<file path="src/rtl/core_seq_ctrl.sv">
// Multi-cycle fetch/decode/exec/mem/writeback sequencer that owns the PC, the memory handshakes and the retire count.
// Define CORE_SEQ_TRAP_ILLEGAL_EN to trap on unknown opcodes; otherwise they retire as NOPs.
module core_seq_ctrl #(
   parameter logic [31:0] RESET_PC    = 32'h0000_0000,
   parameter logic [31:0] TRAP_VEC    = 32'h0000_0010,
   parameter int          ACK_TIMEOUT = 16
) (
   input  logic        clk,
   input  logic        rst_n,
   output logic        imem_req,
   output logic [31:0] imem_addr,
   input  logic [31:0] imem_rdata,
   input  logic        imem_ack,
   output logic [31:0] inst_q,
   output logic [31:0] pc,
   input  logic [31:0] pc_target,
   input  logic        br_taken,
   output logic        dmem_req,
   output logic        dmem_we,
   input  logic        dmem_ack,
   output logic        rf_we,
   output logic [31:0] instret,
   output logic        halted,
   output logic        bus_err,
   output logic        trap
);

   localparam logic [6:0] OP_LOAD   = 7'b0000011;
   localparam logic [6:0] OP_MISC   = 7'b0001111;
   localparam logic [6:0] OP_IMM    = 7'b0010011;
   localparam logic [6:0] OP_AUIPC  = 7'b0010111;
   localparam logic [6:0] OP_STORE  = 7'b0100011;
   localparam logic [6:0] OP_OP     = 7'b0110011;
   localparam logic [6:0] OP_LUI    = 7'b0110111;
   localparam logic [6:0] OP_BRANCH = 7'b1100011;
   localparam logic [6:0] OP_JALR   = 7'b1100111;
   localparam logic [6:0] OP_JAL    = 7'b1101111;
   localparam logic [6:0] OP_SYSTEM = 7'b1110011;
   localparam logic [31:0] NOP      = 32'h0000_0013;

   localparam int CW = $clog2(ACK_TIMEOUT + 1);
   localparam logic [CW-1:0] CNT_ONE  = CW'(1);
   localparam logic [CW-1:0] CNT_LAST = CW'(ACK_TIMEOUT - 1);

   typedef enum logic [2:0] {
      S_FETCH, S_DECODE, S_EXEC, S_MEM, S_WB, S_HALT, S_TRAP
   } state_t;

   state_t         state, state_nxt;
   logic [31:0]    npc_q;
   logic [CW-1:0]  tmo_cnt;
   logic [6:0]     opcode;
   logic [4:0]     rd;
   logic [31:0]    pc_plus4;
   logic [31:0]    target_al;
   logic           writes_rd;
   logic           is_ebreak;
   logic           tmo_hit;
   logic           waiting;

   assign opcode    = inst_q[6:0];
   assign rd        = inst_q[11:7];
   assign pc_plus4  = pc + 32'd4;
   assign target_al = pc_target & 32'hFFFF_FFFC;
   assign writes_rd = opcode inside {OP_OP, OP_IMM, OP_LOAD, OP_LUI, OP_AUIPC, OP_JAL, OP_JALR};
   assign is_ebreak = (opcode == OP_SYSTEM) && (inst_q[31:7] == 25'h0002000);
   assign tmo_hit   = (tmo_cnt == CNT_LAST);
   assign waiting   = ((state == S_FETCH) && !imem_ack) || ((state == S_MEM) && !dmem_ack);
   assign imem_addr = pc;
   assign halted    = (state == S_HALT);

`ifdef CORE_SEQ_TRAP_ILLEGAL_EN
   logic known_op;
   assign known_op = opcode inside {OP_LOAD, OP_IMM, OP_AUIPC, OP_STORE, OP_OP,
                                    OP_LUI, OP_BRANCH, OP_JALR, OP_JAL, OP_SYSTEM};
`endif

   // Request strobes are gated by rst_n so a reset mid-handshake drops them without waiting for a clock.
   always_comb begin
      state_nxt = state;
      imem_req  = 1'b0;
      dmem_req  = 1'b0;
      dmem_we   = 1'b0;
      rf_we     = 1'b0;
      trap      = 1'b0;
      case (state)
         S_FETCH: begin
            imem_req = rst_n;
            if (imem_ack)     state_nxt = S_DECODE;
            else if (tmo_hit) state_nxt = S_HALT;
         end
         S_DECODE: begin
`ifdef CORE_SEQ_TRAP_ILLEGAL_EN
            state_nxt = known_op ? S_EXEC : S_TRAP;
`else
            state_nxt = S_EXEC;
`endif
         end
         S_EXEC: state_nxt = (opcode == OP_LOAD || opcode == OP_STORE) ? S_MEM : S_WB;
         S_MEM: begin
            dmem_req = rst_n;
            dmem_we  = rst_n && (opcode == OP_STORE);
            if (dmem_ack)     state_nxt = S_WB;
            else if (tmo_hit) state_nxt = S_HALT;
         end
         S_WB: begin
            rf_we     = writes_rd && (rd != 5'd0);
            state_nxt = is_ebreak ? S_HALT : S_FETCH;
         end
         S_HALT: state_nxt = S_HALT;
         S_TRAP: begin
`ifdef CORE_SEQ_TRAP_ILLEGAL_EN
            trap = 1'b1;
`endif
            state_nxt = S_FETCH;
         end
         default: state_nxt = S_FETCH;
      endcase
   end

   always_ff @(posedge clk or negedge rst_n) begin
      if (!rst_n) begin
         state   <= S_FETCH;
         pc      <= RESET_PC;
         inst_q  <= NOP;
         npc_q   <= RESET_PC;
         instret <= 32'd0;
         bus_err <= 1'b0;
         tmo_cnt <= '0;
      end else begin
         state <= state_nxt;
         case (state)
            S_FETCH: if (imem_ack) inst_q <= imem_rdata;
            S_EXEC: begin
               case (opcode)
                  OP_BRANCH:       npc_q <= br_taken ? target_al : pc_plus4;
                  OP_JAL, OP_JALR: npc_q <= target_al;
                  default:         npc_q <= pc_plus4;
               endcase
            end
            S_WB: begin
               pc      <= npc_q;
               instret <= instret + 32'd1;
            end
            S_TRAP:  pc <= TRAP_VEC;
            default: ;
         endcase
         // Counter is zero whenever we are outside a handshake, so it starts fresh on entry to FETCH/MEM.
         if (waiting) begin
            if (tmo_hit) bus_err <= 1'b1;
            tmo_cnt <= tmo_cnt + CNT_ONE;
         end else begin
            tmo_cnt <= '0;
         end
      end
   end

   logic unused_misc;
   assign unused_misc = (opcode == OP_MISC);

endmodule

</file>
<file path="config.mk">
export PLATFORM = sky130hd
export DESIGN_NAME = core_seq_ctrl
export DESIGN_NICKNAME = d
export VERILOG_FILES = /design/src/rtl/core_seq_ctrl.sv
export SDC_FILE = /design/constraint.sdc
export NUM_CORES = 1
export LEC_CHECK = 0
export CAP_MARGIN = 20
export CORE_ASPECT_RATIO = 0.6
export CORE_UTILIZATION = 45
export DETAILED_ROUTE_END_ITERATION = 8
export PLACE_DENSITY = 0.78
export SLEW_MARGIN = 10
export SYNTH_ARGS = -nofsm -noshare
export SYNTH_HDL_FRONTEND = slang
export SYNTH_SLANG_ARGS = --single-unit
</file>
<file path="constraint.sdc">
create_clock -name clk -period 4.3 [get_ports clk]
set_input_delay 1.075 -clock clk [delete_from_list [all_inputs] [get_ports clk]]
set_output_delay 1.075 -clock clk [all_outputs]
set_load 0.05 [all_outputs]
</file>
==> results of run 1 <==
==> cell type report <==
| cell class | count | area [µm²] |
|---|---|---|
| clock buffers | 19 | 442.9 |
| clock inverters | 13 | 168.9 |
| fillers | 1103 | 4811 |
| inverters | 8 | 30.03 |
| multi-input cells | 399 | 2778 |
| flip-flops and latches | 137 | 3432 |
| well taps | 192 | 240.2 |
| repair buffers | 208 | 2053 |
==> through the flow <==
step	worst slack, ps	instance area (µm²)	util, %
after detailed placement	1169	8528	61.11
after global routing	644.4	9145	65.53
after CTS	806.9	9140	65.49
after global placement	1216	8528	61.11
final	817.8	9145	65.53
after floorplan	631.8	6589	-
==> routing by layer <==
metal	vias to the layer above	GRT usage, %
met3	12	5.808
met1	2607	32.93
met2	173	37.98
li1	2439	-
met5	-	0
met4	0	5.369
==> kinds of logic after synthesis <==
logic type	count (synthesis)
adders and majority gates	4
other	1
muxes	35
AOI/OAI and AO/OA	102
and+or+nand+nor	196
buffers and inverters	70
DFF	137
xor gates and xnor gates	61
==> worst register-to-register path, stage by stage (launching register included) <==
cell	delay [ps]
dfrtp_1	510
nor2_1	180
and2_1	790
nand2_1	680
o22ai_1	360
==> state kept, by name, summed over array words and instances, names as in the netlist <==
name / count
inst_q: 32
tmo_cnt: 5
npc_q: 32
instret: 32
state: 3
imem_addr: 32
bus_err: 1
==> power by group <==
group	total [µW]	switching, µW	internal [µW]
sequential	2170	476	1700
clock	1510	573	934
combinational	3120	2040	1080
total	6800	3090	3710
==> synth_stat cells (all sizes together) (3+ instances only) <==
cell type  instances  area (µm²)
a22o              33       289.0
o22ai              5       31.28
a21oi             20       100.1
nand2             48       180.2
inv                8       30.03
a211oi             4       40.03
xor2              33       296.5
nor2              39       146.4
dfrtp            134        3353
nand2b             3       18.77
nand3b             3       22.52
clkbuf            19       71.32
and3              26       162.7
nor3              12       65.06
and2               3       18.77
mux2              32       360.4
ha                 4       50.05
buf               43       296.5
nand3             27       145.1
xnor2             28       245.2
nor4               9       107.6
and4               6       55.05
o21ai             33       165.2
dfstp              3       78.83
nand4             12       90.09
mux2i              3       30.03
==> path summary, 6_finish.rpt <==
path | endpoint | slack (ps) | cells after the start
min reg2reg | npc_q[9] | 480 | 2
min in group asynchronous | instret[3] | 840 | 2
min | npc_q[9] | 480 | 2
max reg2reg | npc_q[29] | 1680 | 4
max | rf_we | 820 | 4
max in group asynchronous | imem_addr[20] | 2040 | 3
==> flow_metrics.env, run 1 <==
export IMPL_min_from="npc_q[9]"
export IMPL_top_layer="met4"
export IMPL_syn_nets=679
export IMPL_drive_gt1_share_pct=8.036
export IMPL_drt_iter0_drc=270
export IMPL_drc_errors=0
export IMPL_post_drt_via_cell_ratio=5.360
export IMPL_wl_per_cell_um=17.37
export IMPL_powerDensity_mw_per_mm2=743.5
export IMPL_async_reset_ff_share_pct=100.0
export IMPL_syn_inst=606
export IMPL_outcome="complete, no violations"
export IMPL_worst_path_buf_inv=2
export IMPL_syn_area_mm2=0.006589
export IMPL_worst_slew_pin_slew_ps=984.5
export IMPL_place_gp_congestion=0.8230
export IMPL_yosys_area_share_simple_pct=16.60
export IMPL_dp_cells=943
export IMPL_ios=204
export IMPL_antenna_found_initial=0
export IMPL_worst_setup_path_start_kind="flip-flop"
export IMPL_grt_pass1_vias=5227
export IMPL_synth_edf_count=0
export IMPL_num_rows=33
export IMPL_finClkSkew_ps=9.464
export IMPL_antennaDiodeCount=0
export IMPL_path_cells="inv_1 > or3_1 > a211oi_1 > clkdlybuf4s50_1"
export IMPL_post_route_period_util_pct=80.98
export IMPL_rsz0062_at_grt="no"
export IMPL_endpoint_kind="output pin"
export IMPL_finalNetCount=844
export IMPL_clockBufferDepth=2
export IMPL_drt_wl_total_mm=16.95
export IMPL_syn2layout_area_growth_pct=38.80
export IMPL_grt_start_max_net_pins=73
export IMPL_synth_top_family_by_area="simple AND/OR/NAND/NOR gates"
export IMPL_initial_core_util_pct=47.21
export IMPL_final_setup_viol_count=0
export IMPL_dp_hpwl_mm=11.72
export IMPL_synth_mux_area_share_pct=5.925
export IMPL_cp_slowest_stage_delay_ps=850
export IMPL_grt_overflow_total=0
export IMPL_dr_pass1_iters=4
export IMPL_portBuffers=200
export IMPL_r2r_start="state[0]"
export IMPL_clock_root_buffer="clkbuf_16"
export IMPL_final_cells=976
export IMPL_cp_startpoint="inst_q[2]"
export IMPL_post_synth_cell_area_avg_um2=10.87
export IMPL_synth_xor_area_share_pct=8.223
export IMPL_post_cts_resized=0
export IMPL_synth_seq_cells=137
export IMPL_postRouteAntennaNets=0
export IMPL_peakVddDrop_mv=0.4744
export IMPL_cts_tree="yes"
export IMPL_crit_fanout=5
export IMPL_met1_length_mm=7.828
export IMPL_vias=5231
export IMPL_cpMaxStageDelayCell="clkdlybuf4s50_1"
export IMPL_hold_violations=0
export IMPL_grt_first_pass_wirelength_mm=27.39
export IMPL_holdWs_ps=479.9
export IMPL_synth_compound_area_share_pct=10.31
export IMPL_critPathRequiredTime_ps=3220
export IMPL_dr_wl_met2_mm=7.996
export IMPL_min_period_ps=3482
export IMPL_finalPower_uw=6800
export IMPL_crit_type="flip-flop to output pin"
export IMPL_cts_sinks=137
export IMPL_synth_ff_type="dfrtp_1"
export IMPL_tns_ps=0
export IMPL_clock_latency_ps=410
export IMPL_die_w_um=158.2
export IMPL_synth_fa_ha_area_share_pct=0.7596
export IMPL_cp_top_family="buffers and inverters"
export IMPL_grt_total_usage_pct=23.80
export IMPL_die_area_mm2=0.01515
export IMPL_drv_slew=0
export IMPL_yosysWarnings=0
export IMPL_layout_commonest_cell="clkdlybuf4s50_1"
export IMPL_relSlewSlack_pct=34.37
export IMPL_cts_hold_fix_buffers=0
export IMPL_core_area_mm2=0.01396
export IMPL_synth_cell_type_count=53
export IMPL_min_path_type="flip-flop to flip-flop"
export IMPL_ys_seq_area_share_pct=52.09
export IMPL_maxCapViolCount=0
export IMPL_numCtsBuffers=17
export IMPL_final_cell_mix="clkdlybuf4s50_1 (196), dfrtp_1 (134), nand2_1 (48)"
export IMPL_leakage_uw=0.003912
export IMPL_cts_clk_slew_worst_paths_ps=60
export IMPL_timing_fmax_mhz=287.2
export IMPL_route_met3_wl_mm=1.038
export IMPL_htreeDepth=4
export IMPL_post_cts_buffers=0
export IMPL_crit_arrival_ps=2410
export IMPL_fp_dieH_um=95.73
No activity file was read; power rests on OpenSTA's default activity.
==> run 2, diff against run 1 <==
clock period = 3.53 ns   (was 4.3 ns; I/O delays follow)
==> run 2 against run 1 <==
Against the previous run:
- critical endpoint is now halted
- critical path depth is 1 lower
- highest routed layer unchanged
- non-clock buffer count is 1 higher
- sequential cell count stayed put
- clock-buffer cell count is 1 lower
- via count is 0.38% higher
- global-route usage is 0.10 points higher
- clock skew is 4.2 ps higher
- clock power is 20% higher
- sequential power is 22% higher
- setup slack worse by 360 ps
- register-to-register slack worse by 440 ps
- die area stayed put
==> flow_metrics.env, run 2 (synthesis gave the netlist of run 1 again) <==
export IMPL_outcome="complete, no violations"
export IMPL_post_cts_resized=0
export IMPL_crit_type="flip-flop to output pin"
export IMPL_num_rows=33
export IMPL_nFillCells=1111
export IMPL_die_area_mm2=0.01515
export IMPL_fp_dieH_um=95.73
export IMPL_core_area_mm2=0.01396
export IMPL_place_gp_congestion=0.8112
export IMPL_grt_pass1_vias=5122
export IMPL_portBuffers=200
export IMPL_hold_violations=0
export IMPL_timing_fmax_mhz=325.8
export IMPL_final_cell_mix="clkdlybuf4s50_1 (195), dfrtp_1 (134), nand2_1 (48)"
export IMPL_timing_final_ws_setup_ps=460.3
export IMPL_utilization_pct=65.87
export IMPL_clockBufferDepth=2
export IMPL_antennaDiodeCount=0
export IMPL_layout_commonest_cell="clkdlybuf4s50_1"
export IMPL_cts_hold_fix_buffers=0
export IMPL_clock_latency_ps=410
export IMPL_leakage_uw=0.003924
export IMPL_grt_start_max_net_pins=79
export IMPL_clock_root_buffer="clkbuf_16"
export IMPL_die_w_um=158.2
export IMPL_min_path_type="input pin to async pin"
export IMPL_crit_fanout=12
export IMPL_dr_pass1_iters=7
export IMPL_place_ws_ps=597.3
export IMPL_vias=5251
export IMPL_grt_overflow_total=0
export IMPL_postRouteAntennaNets=0
export IMPL_grt_total_usage_pct=23.91
export IMPL_wl_per_cell_um=17.71
export IMPL_cts_clk_slew_worst_paths_ps=60
export IMPL_reg2reg_depth=4
export IMPL_worst_setup_path_start_kind="flip-flop"
export IMPL_initial_core_util_pct=47.21
export IMPL_powerDensity_mw_per_mm2=902.6
export IMPL_cts_tree="yes"
export IMPL_relSlewSlack_pct=32.45
export IMPL_post_route_period_util_pct=86.96
export IMPL_peakVddDrop_mv=0.5036
export IMPL_worst_slew_pin_slew_ps=1013
export IMPL_crit_arrival_ps=2190
export IMPL_endpoint_kind="output pin"
export IMPL_post_cts_buffers=0
export IMPL_syn2layout_area_growth_pct=39.52
export IMPL_critPathRequiredTime_ps=2650
export IMPL_dp_hpwl_mm=12.20
export IMPL_numCtsBuffers=17
export IMPL_tns_ps=0
export IMPL_ios=204
export IMPL_drv_slew=0
export IMPL_final_setup_viol_count=0
export IMPL_rsz0062_at_grt="no"
export IMPL_maxCapViolCount=0
export IMPL_drc_errors=0
export IMPL_post_drt_via_cell_ratio=5.375
export IMPL_grt_first_pass_wirelength_mm=27.32
export IMPL_finClkSkew_ps=13.69
export IMPL_htreeDepth=4
export IMPL_min_period_ps=3070
export IMPL_drt_wl_total_mm=17.30
export IMPL_finalNetCount=845
export IMPL_drive_gt1_share_pct=8.280
export IMPL_drt_iter0_drc=372
export IMPL_cts_sinks=137
export IMPL_antenna_found_initial=0
run 2: cell types whose count changed in the layout (fill, tap and decap cells not counted):
cell / delta
buf_12: +4
buf_2: -1
clkinvlp_4: +1
clkbuf_8: -1
clkdlybuf4s50_1: -1
inv_6: -1
clkinv_2: +1
buf_4: -1
run 2: worst paths after layout:
check                             from  slack [ps]           to
setup reg to reg             inst_q[4]        1240    npc_q[31]
min in group clk           instret[31]         480  instret[31]
setup / recovery              state[1]         460       halted
hold / removal                   rst_n         250   inst_q[15]
hold reg to reg            instret[31]         480  instret[31]
max in group asynchronous        rst_n        1370     state[1]
run 2: cell type report:
type                            count  area, µm²  share of cell area (%)
Clock inverter                     14      172.7                   1.878
Sequential cell                   137       3432                   37.33
Clock buffer                       18      429.2                   4.669
Timing Repair Buffer              209       2111                   22.96
Inverter                            8      30.03                  0.3267
Tap cell                          192      240.2                   2.613
Multi-Input combinational cell    399       2778                   30.22
run 2: report_power, final:
part	switching (µW)	internal (µW)	leakage (µW)
registers	584	2070	0.00178
logic	2500	1340	0.00186
clock network	694	1110	0.000279
total	3780	4520	0.00392
run 2: per-stage QoR:
stage / instance area [µm²] / hold WS (ps) / total power [µW] / cells
6_report: 9193 / 245.5 / 8297 / 977
5_1_grt: 9193 / 217.7 / 8674 / 977
4_1_cts: 9193 / 224.4 / 8340 / 977
3_5_place_dp: 8591 / 468.9 / 6510 / 945
3_3_place_gp: 8591 / 444.4 / 6399 / 945
2_1_floorplan: 6589 / 432.9 / 5237 / 606
run 2: worst max-delay path, stage by stage, from the launching register on:
cell             delay (ps)
dfrtp_1                 540
nand2b_1                250
nor2_1                  160
clkdlybuf4s50_1         850
run 2: per-layer routing:
metal / track usage, % / vias to the layer above / wire (µm)
li1: - / 2441 / -
met1: 32.92 / 2609 / 7912
met2: 37.61 / 183 / 8131
met3: 6.168 / 18 / 1102
met4: 6.410 / 0 / 152
met5: 0 / - / 0
